### config.mk
export PLATFORM = sky130hd
export DESIGN_NAME = turnstile_ctrl_flat
export DESIGN_NICKNAME = d
export VERILOG_FILES = /design/src/rtl/turnstile_ctrl_if.sv /design/src/rtl/turnstile_ctrl.sv /design/src/flat_wrapper.sv
export SDC_FILE = /design/constraint.sdc
export NUM_CORES = 1
export LEC_CHECK = 0
export ABC_AREA = 1
export BUFFER_PORTS_ARGS = -buffer_cell sky130_fd_sc_hd__buf_2
export CAP_MARGIN = 20
export CELL_PAD_IN_SITES_DETAIL_PLACEMENT = 2
export CELL_PAD_IN_SITES_GLOBAL_PLACEMENT = 2
export CORE_MARGIN = 10
export CORE_UTILIZATION = 30
export DETAILED_ROUTE_END_ITERATION = 16
export PLACE_DENSITY = 0.76
export SYNTH_ARGS = -nofsm -noshare
export SYNTH_HDL_FRONTEND = slang
export SYNTH_SLANG_ARGS = --single-unit
### constraint.sdc
create_clock -name clk -period 1.7 [get_ports clk]
set_clock_uncertainty 0.05 [all_clocks]
set_input_delay 0.34 -clock clk [delete_from_list [all_inputs] [get_ports clk]]
set_output_delay 0.34 -clock clk [all_outputs]
set_load 0.03 [all_outputs]
### src/rtl/turnstile_ctrl_if.sv
// Card-reader / passage-sensor / decoder bundle for the turnstile controller.
// master drives card reads and the passage sensor; slave is the controller.
interface turnstile_ctrl_if;
  logic       card_valid;
  logic [5:0] card_rides;
  logic       pass;
  logic [3:0] data;
  logic [3:0] data2;
  logic       gate_open;
  logic       card_wr_valid;
  logic [5:0] card_wr_rides;

  modport master (
    output card_valid, card_rides, pass,
    input  data, data2, gate_open, card_wr_valid, card_wr_rides
  );

  modport slave (
    input  card_valid, card_rides, pass,
    output data, data2, gate_open, card_wr_valid, card_wr_rides
  );
endinterface

### src/rtl/turnstile_ctrl.sv
// Turnstile controller: debits a ride per valid card, unlocks the gate until
// passage or timeout, flags forced entry, and drives two seven-segment symbol
// codes. Every output is a register computed from the next state.
module turnstile_ctrl #(
  parameter int unsigned ANIM_TICKS = 12_500_000,
  parameter int unsigned DENY_TICKS = 50_000_000,
  parameter int unsigned OPEN_TICKS = 250_000_000,
  parameter int unsigned SHOW_TICKS = 100_000_000
) (
  input  logic             clk,
  input  logic             rst,
  turnstile_ctrl_if.slave  bus
);

  localparam logic [3:0] SYM_BOT   = 4'd8;
  localparam logic [3:0] SYM_TOP   = 4'd9;
  localparam logic [3:0] SYM_N     = 4'd10;
  localparam logic [3:0] SYM_BLANK = 4'd11;
  localparam logic [3:0] SYM_G     = 4'd15;

  localparam logic [31:0] ANIM_LAST = 32'(ANIM_TICKS - 1);
  localparam logic [31:0] DENY_LAST = 32'(DENY_TICKS - 1);
  localparam logic [31:0] OPEN_LAST = 32'(OPEN_TICKS - 1);
  localparam logic [31:0] SHOW_LAST = 32'(SHOW_TICKS - 1);

  typedef enum logic [2:0] {
    ST_IDLE,
    ST_DENY,
    ST_OPEN,
    ST_SHOW,
    ST_ALARM
  } state_t;

  state_t      state_q, state_d;
  logic [31:0] timer_q, timer_d;
  logic        phase_q, phase_d;
  logic        pass_q;
  // Blocks a rising edge while a pass level held through reset is still high.
  logic        pass_blk_q, pass_blk_d;
  logic        wr_valid_q, wr_valid_d;
  logic [5:0]  wr_rides_q, wr_rides_d;
  logic [3:0]  data_q, data_d;
  logic [3:0]  data2_q, data2_d;
  logic        gate_q, gate_d;
  logic        pass_rise;

  // Next-state, timer, animation phase and write-back decisions.
  always_comb begin
    pass_rise  = bus.pass & ~pass_q & ~pass_blk_q;
    pass_blk_d = pass_blk_q & bus.pass;
    state_d    = state_q;
    timer_d    = timer_q + 32'd1;
    phase_d    = phase_q;
    wr_valid_d = 1'b0;
    wr_rides_d = wr_rides_q;

    case (state_q)
      ST_IDLE: begin
        if (pass_rise) begin
          // Forced entry outranks a simultaneous card read; no debit.
          state_d = ST_ALARM;
          timer_d = '0;
        end else if (bus.card_valid) begin
          timer_d = '0;
          if (bus.card_rides == 6'd0) begin
            state_d = ST_DENY;
          end else begin
            state_d    = ST_OPEN;
            wr_rides_d = bus.card_rides - 6'd1;
            wr_valid_d = 1'b1;
          end
        end else if (timer_q == ANIM_LAST) begin
          phase_d = ~phase_q;
          timer_d = '0;
        end
      end
      ST_DENY: begin
        if (pass_rise) begin
          state_d = ST_ALARM;
          timer_d = '0;
        end else if (timer_q == DENY_LAST) begin
          state_d = ST_IDLE;
          phase_d = 1'b0;
          timer_d = '0;
        end
      end
      ST_OPEN: begin
        // Passage wins over a timeout on the same cycle.
        if (pass_rise) begin
          state_d = ST_SHOW;
          timer_d = '0;
        end else if (timer_q == OPEN_LAST) begin
          state_d = ST_IDLE;
          phase_d = 1'b0;
          timer_d = '0;
        end
      end
      ST_SHOW: begin
        if (pass_rise) begin
          state_d = ST_ALARM;
          timer_d = '0;
        end else if (timer_q == SHOW_LAST) begin
          state_d = ST_IDLE;
          phase_d = 1'b0;
          timer_d = '0;
        end
      end
      ST_ALARM: begin
        // A repeated intrusion keeps the alarm up for a full period again.
        if (pass_rise) begin
          timer_d = '0;
        end else if (timer_q == DENY_LAST) begin
          state_d = ST_IDLE;
          phase_d = 1'b0;
          timer_d = '0;
        end
      end
      default: begin
        state_d = ST_IDLE;
        phase_d = 1'b0;
        timer_d = '0;
      end
    endcase
  end

  // Output decode from the next state so outputs track the state register.
  always_comb begin
    data_d  = SYM_BOT;
    data2_d = SYM_BOT;
    gate_d  = 1'b0;
    case (state_d)
      ST_IDLE: begin
        data_d  = phase_d ? SYM_TOP : SYM_BOT;
        data2_d = phase_d ? SYM_TOP : SYM_BOT;
      end
      ST_DENY: begin
        data_d  = SYM_N;
        data2_d = 4'd0;
      end
      ST_OPEN: begin
        data_d  = SYM_G;
        data2_d = SYM_BLANK;
        gate_d  = 1'b1;
      end
      ST_SHOW: begin
        data_d  = {1'b0, wr_rides_d[5:3]};
        data2_d = {1'b0, wr_rides_d[2:0]};
      end
      ST_ALARM: begin
        data_d  = SYM_N;
        data2_d = SYM_N;
      end
      default: begin
        data_d  = SYM_BOT;
        data2_d = SYM_BOT;
      end
    endcase
  end

  // State and output registers with synchronous reset.
  always_ff @(posedge clk) begin
    if (rst) begin
      state_q    <= ST_IDLE;
      timer_q    <= '0;
      phase_q    <= 1'b0;
      pass_q     <= 1'b0;
      pass_blk_q <= bus.pass;
      wr_valid_q <= 1'b0;
      wr_rides_q <= '0;
      data_q     <= SYM_BOT;
      data2_q    <= SYM_BOT;
      gate_q     <= 1'b0;
    end else begin
      state_q    <= state_d;
      timer_q    <= timer_d;
      phase_q    <= phase_d;
      pass_q     <= bus.pass;
      pass_blk_q <= pass_blk_d;
      wr_valid_q <= wr_valid_d;
      wr_rides_q <= wr_rides_d;
      data_q     <= data_d;
      data2_q    <= data2_d;
      gate_q     <= gate_d;
    end
  end

  assign bus.data          = data_q;
  assign bus.data2         = data2_q;
  assign bus.gate_open     = gate_q;
  assign bus.card_wr_valid = wr_valid_q;
  assign bus.card_wr_rides = wr_rides_q;

endmodule

### src/flat_wrapper.sv
// flat-port wrapper written by rule: the top's interface ports become plain ports
module turnstile_ctrl_flat 
#(
  parameter int unsigned ANIM_TICKS = 12_500_000,
  parameter int unsigned DENY_TICKS = 50_000_000,
  parameter int unsigned OPEN_TICKS = 250_000_000,
  parameter int unsigned SHOW_TICKS = 100_000_000
)
  (clk, rst, bus_card_valid, bus_card_rides, bus_pass, bus_data, bus_data2, bus_gate_open, bus_card_wr_valid, bus_card_wr_rides);
  turnstile_ctrl_if bus_i ();
  input  logic clk;
  input  logic rst;
  input wire logic [$bits(bus_i.card_valid)-1:0] bus_card_valid;
  input wire logic [$bits(bus_i.card_rides)-1:0] bus_card_rides;
  input wire logic [$bits(bus_i.pass)-1:0] bus_pass;
  output wire logic [$bits(bus_i.data)-1:0] bus_data;
  output wire logic [$bits(bus_i.data2)-1:0] bus_data2;
  output wire logic [$bits(bus_i.gate_open)-1:0] bus_gate_open;
  output wire logic [$bits(bus_i.card_wr_valid)-1:0] bus_card_wr_valid;
  output wire logic [$bits(bus_i.card_wr_rides)-1:0] bus_card_wr_rides;
  assign bus_i.card_valid = bus_card_valid;
  assign bus_i.card_rides = bus_card_rides;
  assign bus_i.pass = bus_pass;
  assign bus_data = bus_i.data;
  assign bus_data2 = bus_i.data2;
  assign bus_gate_open = bus_i.gate_open;
  assign bus_card_wr_valid = bus_i.card_wr_valid;
  assign bus_card_wr_rides = bus_i.card_wr_rides;
  turnstile_ctrl #(.ANIM_TICKS(ANIM_TICKS), .DENY_TICKS(DENY_TICKS), .OPEN_TICKS(OPEN_TICKS), .SHOW_TICKS(SHOW_TICKS)) u_core (.clk(clk), .rst(rst), .bus(bus_i));
endmodule
==> results of run 1 <==
## cells in the mapped netlist (all sizes together)
master    n
or2       2
nor3     20
clkbuf    1
dfxtp    54
nand3    25
o31ai     2
a211oi    1
xor2     24
ha        2
o21ai    12
nand2    82
o211ai    1
buf       5
o21a      1
xnor2     1
a31oi     2
nor2    101
nor4      3
nand4    10
inv      64
nand3b    1
and3      2
a22oi     1
a21oi     5
or4       1
clkinv    1
## stage by stage
stage | TNS (ns) | setup slack (ns) | instances | area (sq um) | utilization [%]
floorplan | -1.33 | -0.114 | 424 | 3070 | -
global placement | -8.87 | -0.277 | 681 | 4090 | 41.9
detailed placement | -14.50 | -0.423 | 681 | 4090 | 41.9
CTS | -10.10 | -0.349 | 701 | 4660 | 47.7
## kinds of logic after synthesis
family,Yosys count,synth area share (%)
and+or+nand+nor,247,40.6
adders and majority gates,2,0.834
buffers and inverters,71,9.93
xor gates and xnor gates,25,7.30
DFF,54,36.0
AOI/OAI and AO/OA,25,5.34
## what timing repair did
item / CTS
hold buffers: 0
setup endpoints to repair: 51
pin swaps: 20
setup buffers: 12
gates resized for setup: 96
==> impl_metrics.py, run 1 <==
metrics = {
    "status": {
        "outcome": "aborted with a tool error",
        "failed_stage": "global routing (5_1_grt)",
        "error_that_halted_the_flow": "[ERROR DPL-0033] detailed placement checks failed during check placement.",
    },
    "logic_synthesis": {
        "synth_area_per_cell_sq_um": 7.07,
        "post_synthesis_cell_area_sq_um": 3000,
        "postSynthCellCount": 424,
        "yosysUniqueCellTypes": 40,
        "synth_area_leader_cell": "dfxtp_1",
        "post_synth_main_area_contributors": "dfxtp_1 36%, nor2_1 9.9%, nand2_1 9.8%",
        "synth-seq-cells": 54,
        "synth-seq-area-share_pct": 36.0,
        "ys.warnings.count": 0,
        "syn-num-nets": 436,
        "yosysTopAreaCellShare_pct": 36.0,
    },
    "clock_tree": {
        "clockBufferDepth": 2,
        "cts-buffers-inserted": 5,
        "cts.htree.levels": 2,
        "cts_root_buffer": "clkbuf_8",
        "cts_sinks": 54,
    },
    "placement": {
        "gp_congestion": 0.811,
        "detailedPlacementHpwl_um": 9480,
        "number_of_port_buffers": 25,
    },
    "timing": {
        "worstEpCategory": "register input",
        "crit_endpoint": "u_core.timer_q[30]$_SDFF_PP0_/D",
    },
    "die": {
        "number_of_primary_i_o_pins": 26,
        "std_cell_rows": 36,
        "start_util_pct": 30.7,
        "die-height_um": 120,
        "die-width_um": 120,
    },
    "global_route": {
        "pin_count_of_the_biggest_net_entering_global_routing": 18,
        "initial_antenna_violation_count": 0,
    },
}
==> inputs of run 2 (changes only) <==
- CELL_PAD_IN_SITES_DETAIL_PLACEMENT: 2 -> default
- CELL_PAD_IN_SITES_GLOBAL_PLACEMENT: 2 -> default
- CORE_UTILIZATION: 30 -> 36
- PLACE_DENSITY: 0.76 -> default
- PLACE_DENSITY_LB_ADDON: default -> 0.15
- clock period: 1.7 -> 2.2 ns (I/O delays scaled with it)
==> run 2 against run 1 <==
Against the previous run: the flow now finishes without violations; area after synthesis unchanged; synthesized cell count did not move.
==> impl_metrics.py, run 2 <==
metrics = {
    "status": {
        "outcome": "completed",
    },
    "power_and_ir_drop": {
        "p_leak_nw": 1.42,
        "pwr_density_cell_nw_per_um2": 603,
        "max-vdd-ir-drop_mv": 0.240,
        "p_total_mw": 2.12,
    },
    "hold_path": {
        "worstHoldPathCells": 3,
        "min_to": "u_core.pass_q",
        "min-delay-path-class": "in2reg",
        "min_from": "bus_pass",
    },
    "layout": {
        "final_util_pct": 43.0,
        "multi_input_gate_area_sq_um": 1660,
        "fin_nets": 477,
        "fill_cell_count": 864,
        "layout.cells.most_common": "nor2_1",
        "num_antenna_cells": 0,
        "most_flop_heavy_register": "u_core.timer_q",
        "largest_register_ffs": 32,
        "final_cell_mix": "75 x nor2_1, 74 x nand2_1, 57 x inv_1, 53 x dfxtp_1, 25 x buf_2",
        "final_cell_area_sq_um": 3510,
        "ff_latch_area_sq_um": 1080,
        "post_route_cells_drive_above_1_share_pct": 22.1,
        "synthToLayoutAreaGrowth_pct": 17.1,
    },
    "logic_synthesis": {
        "number_of_flops_mapped_to_enable_cells_by_yosys": 0,
        "yosysTopAreaCellShare_pct": 36.0,
        "synth_area_per_cell_sq_um": 7.07,
        "most_common_cell_in_the_netlist": "nor2_1",
        "synth_area_leader_cell": "dfxtp_1",
        "synthFlopType": "dfxtp_1",
        "ys.warnings.count": 0,
        "postSynthCellCount": 424,
        "yosys-top-cells-count": "79 x nor2_1, 78 x nand2_1, 57 x inv_1",
        "synth_async_sr_flop_share_pct": 0,
        "synth-seq-area-share_pct": 36.0,
        "synth-seq-cells": 54,
        "post_synth_main_area_contributors": "dfxtp_1 36%, nor2_1 9.9%, nand2_1 9.8%",
        "post_synthesis_cell_area_sq_um": 3000,
        "yosysUniqueCellTypes": 40,
        "syn-num-nets": 436,
    },
    "timing": {
        "worstMarginPinSlew_ns": 0.484,
        "final.period_utilization_pct": 92.6,
        "timing.final.crit_period_ns": 2.04,
        "final.setup.worst_slack_ns": 0.163,
        "fmax_mhz": 491,
        "worst_slew_margin_rel_pct": 67.5,
        "max_slew_violation_count": 0,
        "fin_setup_tns_ns": 0,
        "timing_hold_violations_final": 0,
        "setup_violations": 0,
    },
    "setup_path": {
        "regToRegEndpoint": "u_core.timer_q[3]",
        "cp_max_fo": 7,
        "worstReg2RegStart": "u_core.timer_q[0]",
        "cp-end-kind": "flip-flop",
        "worst-endpoint-required_ns": 2.36,
        "slowest_stage": "dfxtp_2",
        "critical_path.startpoint": "u_core.timer_q[0]",
        "crit_path_start_kind": "flip-flop",
        "critical_path.cell_chain": "ha_1, nand2_2, nor2_4, buf_4, nand3_1, nor2_2, nand2_1, a22oi_4, nor2_4, inv_4, clkbuf_16, nor2_1",
        "critPathTopFamily": "simple AND/OR/NAND/NOR gates",
        "worst_r2r_path_cells": 12,
        "critical_path_class": "reg2reg",
        "worst-r2r-setup-slack_ns": 0.16,
        "critPathMostFrequentCell": "nor2_4",
        "critical_path_buffers_and_inverters": 3,
        "crit_path_max_incr_delay_ns": 0.35,
        "worst-endpoint-arrival_ns": 2.20,
    },
    "clock_tree": {
        "clockBufferDepth": 2,
        "cts_sinks": 54,
        "cts_tree": "built",
        "clkTransAtPathRegs_ns": 0.10,
        "cts-buffers-inserted": 5,
        "source_to_sink_clock_delay_at_the_later_pin_of_the_worst_skew_pair_ns": 0.31,
        "cts_hold_repair.buffers": 0,
        "cts.htree.levels": 2,
        "cts_root_buffer": "clkbuf_8",
    },
    "global_route": {
        "grt_pass1_vias": 2581,
        "grt_first_pass_wirelength_um": 12000,
        "grt.overflow.total": 0,
        "global_route.usage.total_pct": 11.4,
        "initial_antenna_violation_count": 0,
        "pin_count_of_the_biggest_net_entering_global_routing": 30,
    },
    "die": {
        "fp.dieArea_sq_um": 12400,
        "start_util_pct": 36.7,
        "die-height_um": 111,
        "number_of_primary_i_o_pins": 26,
        "design.core.area_sq_um": 8180,
        "die-width_um": 111,
        "std_cell_rows": 33,
    },
    "drt": {
        "routed-via-count": 2631,
        "post_drt_via_cell_ratio": 4.61,
        "drt-wirelength-per-cell_um": 12.8,
        "routed_wirelength_um": 7310,
        "drt_pass1_iterations": 4,
        "antenna_left": 0,
        "drtIter0Drc": 59,
        "detail_route.drc_violations": 0,
    },
    "placement": {
        "post-place-ws_ns": 0.0152,
        "number_of_port_buffers": 25,
        "gp_congestion": 0.841,
        "detailedPlacementHpwl_um": 5620,
        "placed_area_sq_um": 3280,
    },
    "run": {
        "drv.max_cap_violation_count": 0,
    },
}
run 2: cell counts after synthesis:
Identical to the previous run, type by type.
run 2: worst max-delay path by stage:
stage,endpoint,slack (ns),cells after the start
global route,u_core.timer_q[30],-0.03,13
detailed placement,u_core.bus.data2[0],0.02,11
floorplan,u_core.bus.data[1],0.23,12
finish,u_core.timer_q[3],0.16,12
CTS,u_core.timer_q[29],0.08,13
global placement,u_core.bus.data[0],0.04,14
run 2: per-layer routing:
metal | routed length [um] | GRT usage (%)
met1 | 3440 | 13.7
met2 | 3450 | 19.5
met3 | 278 | 2.54
met4 | 138 | 3.43
met5 | 0 | 0
run 2: metrics by stage:
step / cells / hold WS (ns)
final: 571 / 0.300
after global routing: 571 / 0.336
after CTS: 564 / 0.289
after detailed placement: 556 / 0.395
after global placement: 556 / 0.383
after floorplan: 424 / 0.368
run 2: kinds of logic after synthesis:
| kind of cell | Yosys count | synth area share, % |
|---|---|---|
| XOR/XNOR | 25 | 7.30 |
| buffers and inverters | 71 | 9.93 |
| AO/OA/AOI/OAI | 25 | 5.34 |
| flip-flops | 54 | 36.0 |
| AND/OR/NAND/NOR | 247 | 40.6 |
| adder cells (fa/ha/maj) | 2 | 0.834 |
run 2: what timing repair did:
item	4_1_cts	5_1_grt
buffers inserted	0	5
gates resized for setup	0	15
endpoints found under the setup margin	0	36
run 2: power by group:
group | internal [mW] | switching [mW]
Clock | 0.346 | 0.352
Sequential | 1.02 | 0.0177
Combinational | 0.131 | 0.255
run 2: final cells by class:
cell class	count	share of cell area, %
repair buffers	40	7.98
clock inverters	3	1.35
well taps	105	3.74
flip-flops and latches	54	30.8
clock buffers	5	1.96
multi-input cells	299	47.1
inverters	65	7.02
run 2: tightest hold or removal path, cell delays in order:
cell	delay, ns
buf_2	0.07
inv_1	0.05
nor2_1	0.07
Note: power is estimated with default switching activity, not from simulation.
==> inputs of run 3 (changes only) <==
- GPL_TIMING_DRIVEN: default -> 0
- HOLD_SLACK_MARGIN: default -> 0.02
==> run 3 against run 2 <==
Against the previous run: clock power shrank 16%; largest power group unchanged; sequential cell count unchanged; register-to-register slack worse by 0.03 ns; combinational power is 3% lower; final cell count fell by 0.53%.
==> impl_metrics.py, run 3 (synthesis gave the netlist of run 2 again) <==
metrics = {
    "clock_tree": {
        "cts.htree.levels": 2,
        "cts_tree": "built",
        "clkTransAtPathRegs_ns": 0.11,
        "clockBufferDepth": 2,
        "cts_sinks": 54,
        "cts-buffers-inserted": 5,
        "cts_hold_repair.buffers": 0,
        "source_to_sink_clock_delay_at_the_later_pin_of_the_worst_skew_pair_ns": 0.31,
        "cts_root_buffer": "clkbuf_8",
    },
    "timing": {
        "hold-worst-slack_ns": 0.297,
        "timing_hold_violations_final": 0,
        "max_slew_violation_count": 0,
        "timing.final.crit_period_ns": 2.07,
        "grt_setup_unrepaired": "true",
        "worstMarginPinSlew_ns": 0.529,
        "final.period_utilization_pct": 94.1,
        "final.setup.worst_slack_ns": 0.129,
        "fmax_mhz": 483,
        "worst_slew_margin_rel_pct": 64.5,
        "setup_violations": 0,
    },
    "setup_path": {
        "critPathTopFamily": "simple AND/OR/NAND/NOR gates",
        "worstReg2RegStart": "u_core.timer_q[0]",
        "critical_path_buffers_and_inverters": 3,
        "critPathMostFrequentCell": "nor2_4",
        "critical_path.startpoint": "u_core.timer_q[0]",
        "slowest_stage": "dfxtp_4",
        "critical_path.cell_chain": "ha_4, nand2_4, nor2_4, nand3_2, nor2_1, nand2_1, nand2_2, nand3_2, a22oi_4, nor2_4, clkinv_2, buf_12, clkbuf_16, nor2_4",
        "cp_max_fo": 11,
        "worst_r2r_path_cells": 14,
        "cp-end-kind": "flip-flop",
        "crit_path_start_kind": "flip-flop",
        "crit_path_max_incr_delay_ns": 0.38,
        "critical_path_class": "reg2reg",
        "worst-endpoint-required_ns": 2.37,
        "worst-r2r-setup-slack_ns": 0.13,
        "worst-endpoint-arrival_ns": 2.24,
        "cp.depth": 14,
        "crit_path_end": "u_core.timer_q[15]",
        "regToRegEndpoint": "u_core.timer_q[15]",
    },
    "layout": {
        "fill_cell_count": 862,
        "synthToLayoutAreaGrowth_pct": 17.5,
        "most_flop_heavy_register": "u_core.timer_q",
        "fin_nets": 474,
        "final_cell_mix": "74 x nand2_1, 74 x nor2_1, 57 x inv_1, 52 x dfxtp_1, 26 x buf_2",
        "largest_register_ffs": 32,
        "num_antenna_cells": 0,
        "post_route_cells_drive_above_1_share_pct": 22.7,
    },
    "die": {
        "fp.dieArea_sq_um": 12400,
        "design.core.area_sq_um": 8180,
        "die-width_um": 111,
        "number_of_primary_i_o_pins": 26,
        "std_cell_rows": 33,
        "die-height_um": 111,
        "start_util_pct": 36.7,
    },
    "hold_path": {
        "min-delay-path-class": "in2reg",
        "worstHoldPathCells": 3,
    },
    "global_route": {
        "grt_first_pass_wirelength_um": 12300,
        "global_route.usage.total_pct": 11.7,
        "initial_antenna_violation_count": 0,
        "pin_count_of_the_biggest_net_entering_global_routing": 19,
        "grt.overflow.total": 0,
        "grt_pass1_vias": 2578,
    },
    "status": {
        "outcome": "completed",
    },
    "drt": {
        "antenna_left": 0,
        "post_drt_via_cell_ratio": 4.66,
        "drt-wirelength-per-cell_um": 13.0,
        "drtIter0Drc": 194,
        "routed-via-count": 2646,
        "detail_route.drc_violations": 0,
        "routed_wirelength_um": 7370,
        "drt_pass1_iterations": 4,
    },
    "power_and_ir_drop": {
        "p_leak_nw": 1.44,
        "max-vdd-ir-drop_mv": 0.263,
        "pwr_density_cell_nw_per_um2": 568,
    },
    "placement": {
        "number_of_port_buffers": 24,
        "gp_congestion": 0.868,
        "detailedPlacementHpwl_um": 5790,
        "post-place-ws_ns": -0.102,
    },
    "run": {
        "drv.max_cap_violation_count": 0,
    },
}
==> run 3: layout make-up <==
cell class	count	area (sq um)	area share, %
tap	105	131	3.73
clock inverter	3	25.0	0.710
sequential	54	1090	30.8
timing repair buffer	31	190	5.40
inverter	65	245	6.96
multi-input combinational	299	1720	48.8
buffer	6	57.6	1.63
clock buffer	5	68.8	1.95
==> run 3: worst reg2reg max path, stage by stage (launching register included) <==
cell and delay, ns:
dfxtp_4 0.38, ha_4 0.15, nand2_4 0.07, nor2_4 0.20, nand3_2 0.12, nor2_1 0.09, nand2_1 0.08, nand2_2 0.10
nand3_2 0.10, a22oi_4 0.15, nor2_4 0.09, clkinv_2 0.07, buf_12 0.14, clkbuf_16 0.17, nor2_4 0.03
==> run 3: timing repair <==
action / in CTS / in global routing
gates resized for setup: 3 / 24
cloned: 0 / 1
buffers inserted: 0 / 6
pin swaps: 0 / 9
setup endpoints to repair: 11 / 35
==> run 3: per-layer routing <==
metal	global-route usage, %	wire length (um)
met1	16.2	3780
met2	17.4	3150
met3	2.65	326
met4	3.86	112
met5	0	0
==> run 3: through the flow <==
stage	setup TNS [ns]	utilization, %	area, sq um	instances	power [mW]
after floorplan	0	-	3000	424	1.32
after global placement	-1.26	39.8	3250	553	1.41
after detailed placement	-1.22	39.8	3250	553	1.41
after CTS	0	41.1	3360	561	2.01
after global routing	-0.0800	43.1	3520	568	2.12
final	0	43.1	3520	568	2.00
==> run 3: how the worst min path moves through the flow <==
stage	startpoint	endpoint	slack [ns]
6_report	bus_pass	u_core.pass_q	0.30
3_3_place_gp	u_core.timer_q[0]	u_core.timer_q[0]	0.38
4_1_cts	bus_pass	u_core.pass_q	0.29
3_5_place_dp	u_core.timer_q[0]	u_core.timer_q[0]	0.38
5_1_grt	bus_pass	u_core.pass_q	0.35
2_1_floorplan	u_core.timer_q[0]	u_core.timer_q[0]	0.37
==> run 3: power breakdown <==
part	total (mW)	internal [mW]	switching, mW
logic	0.376	0.124	0.252
registers	1.04	1.02	0.0201
clock network	0.588	0.231	0.357
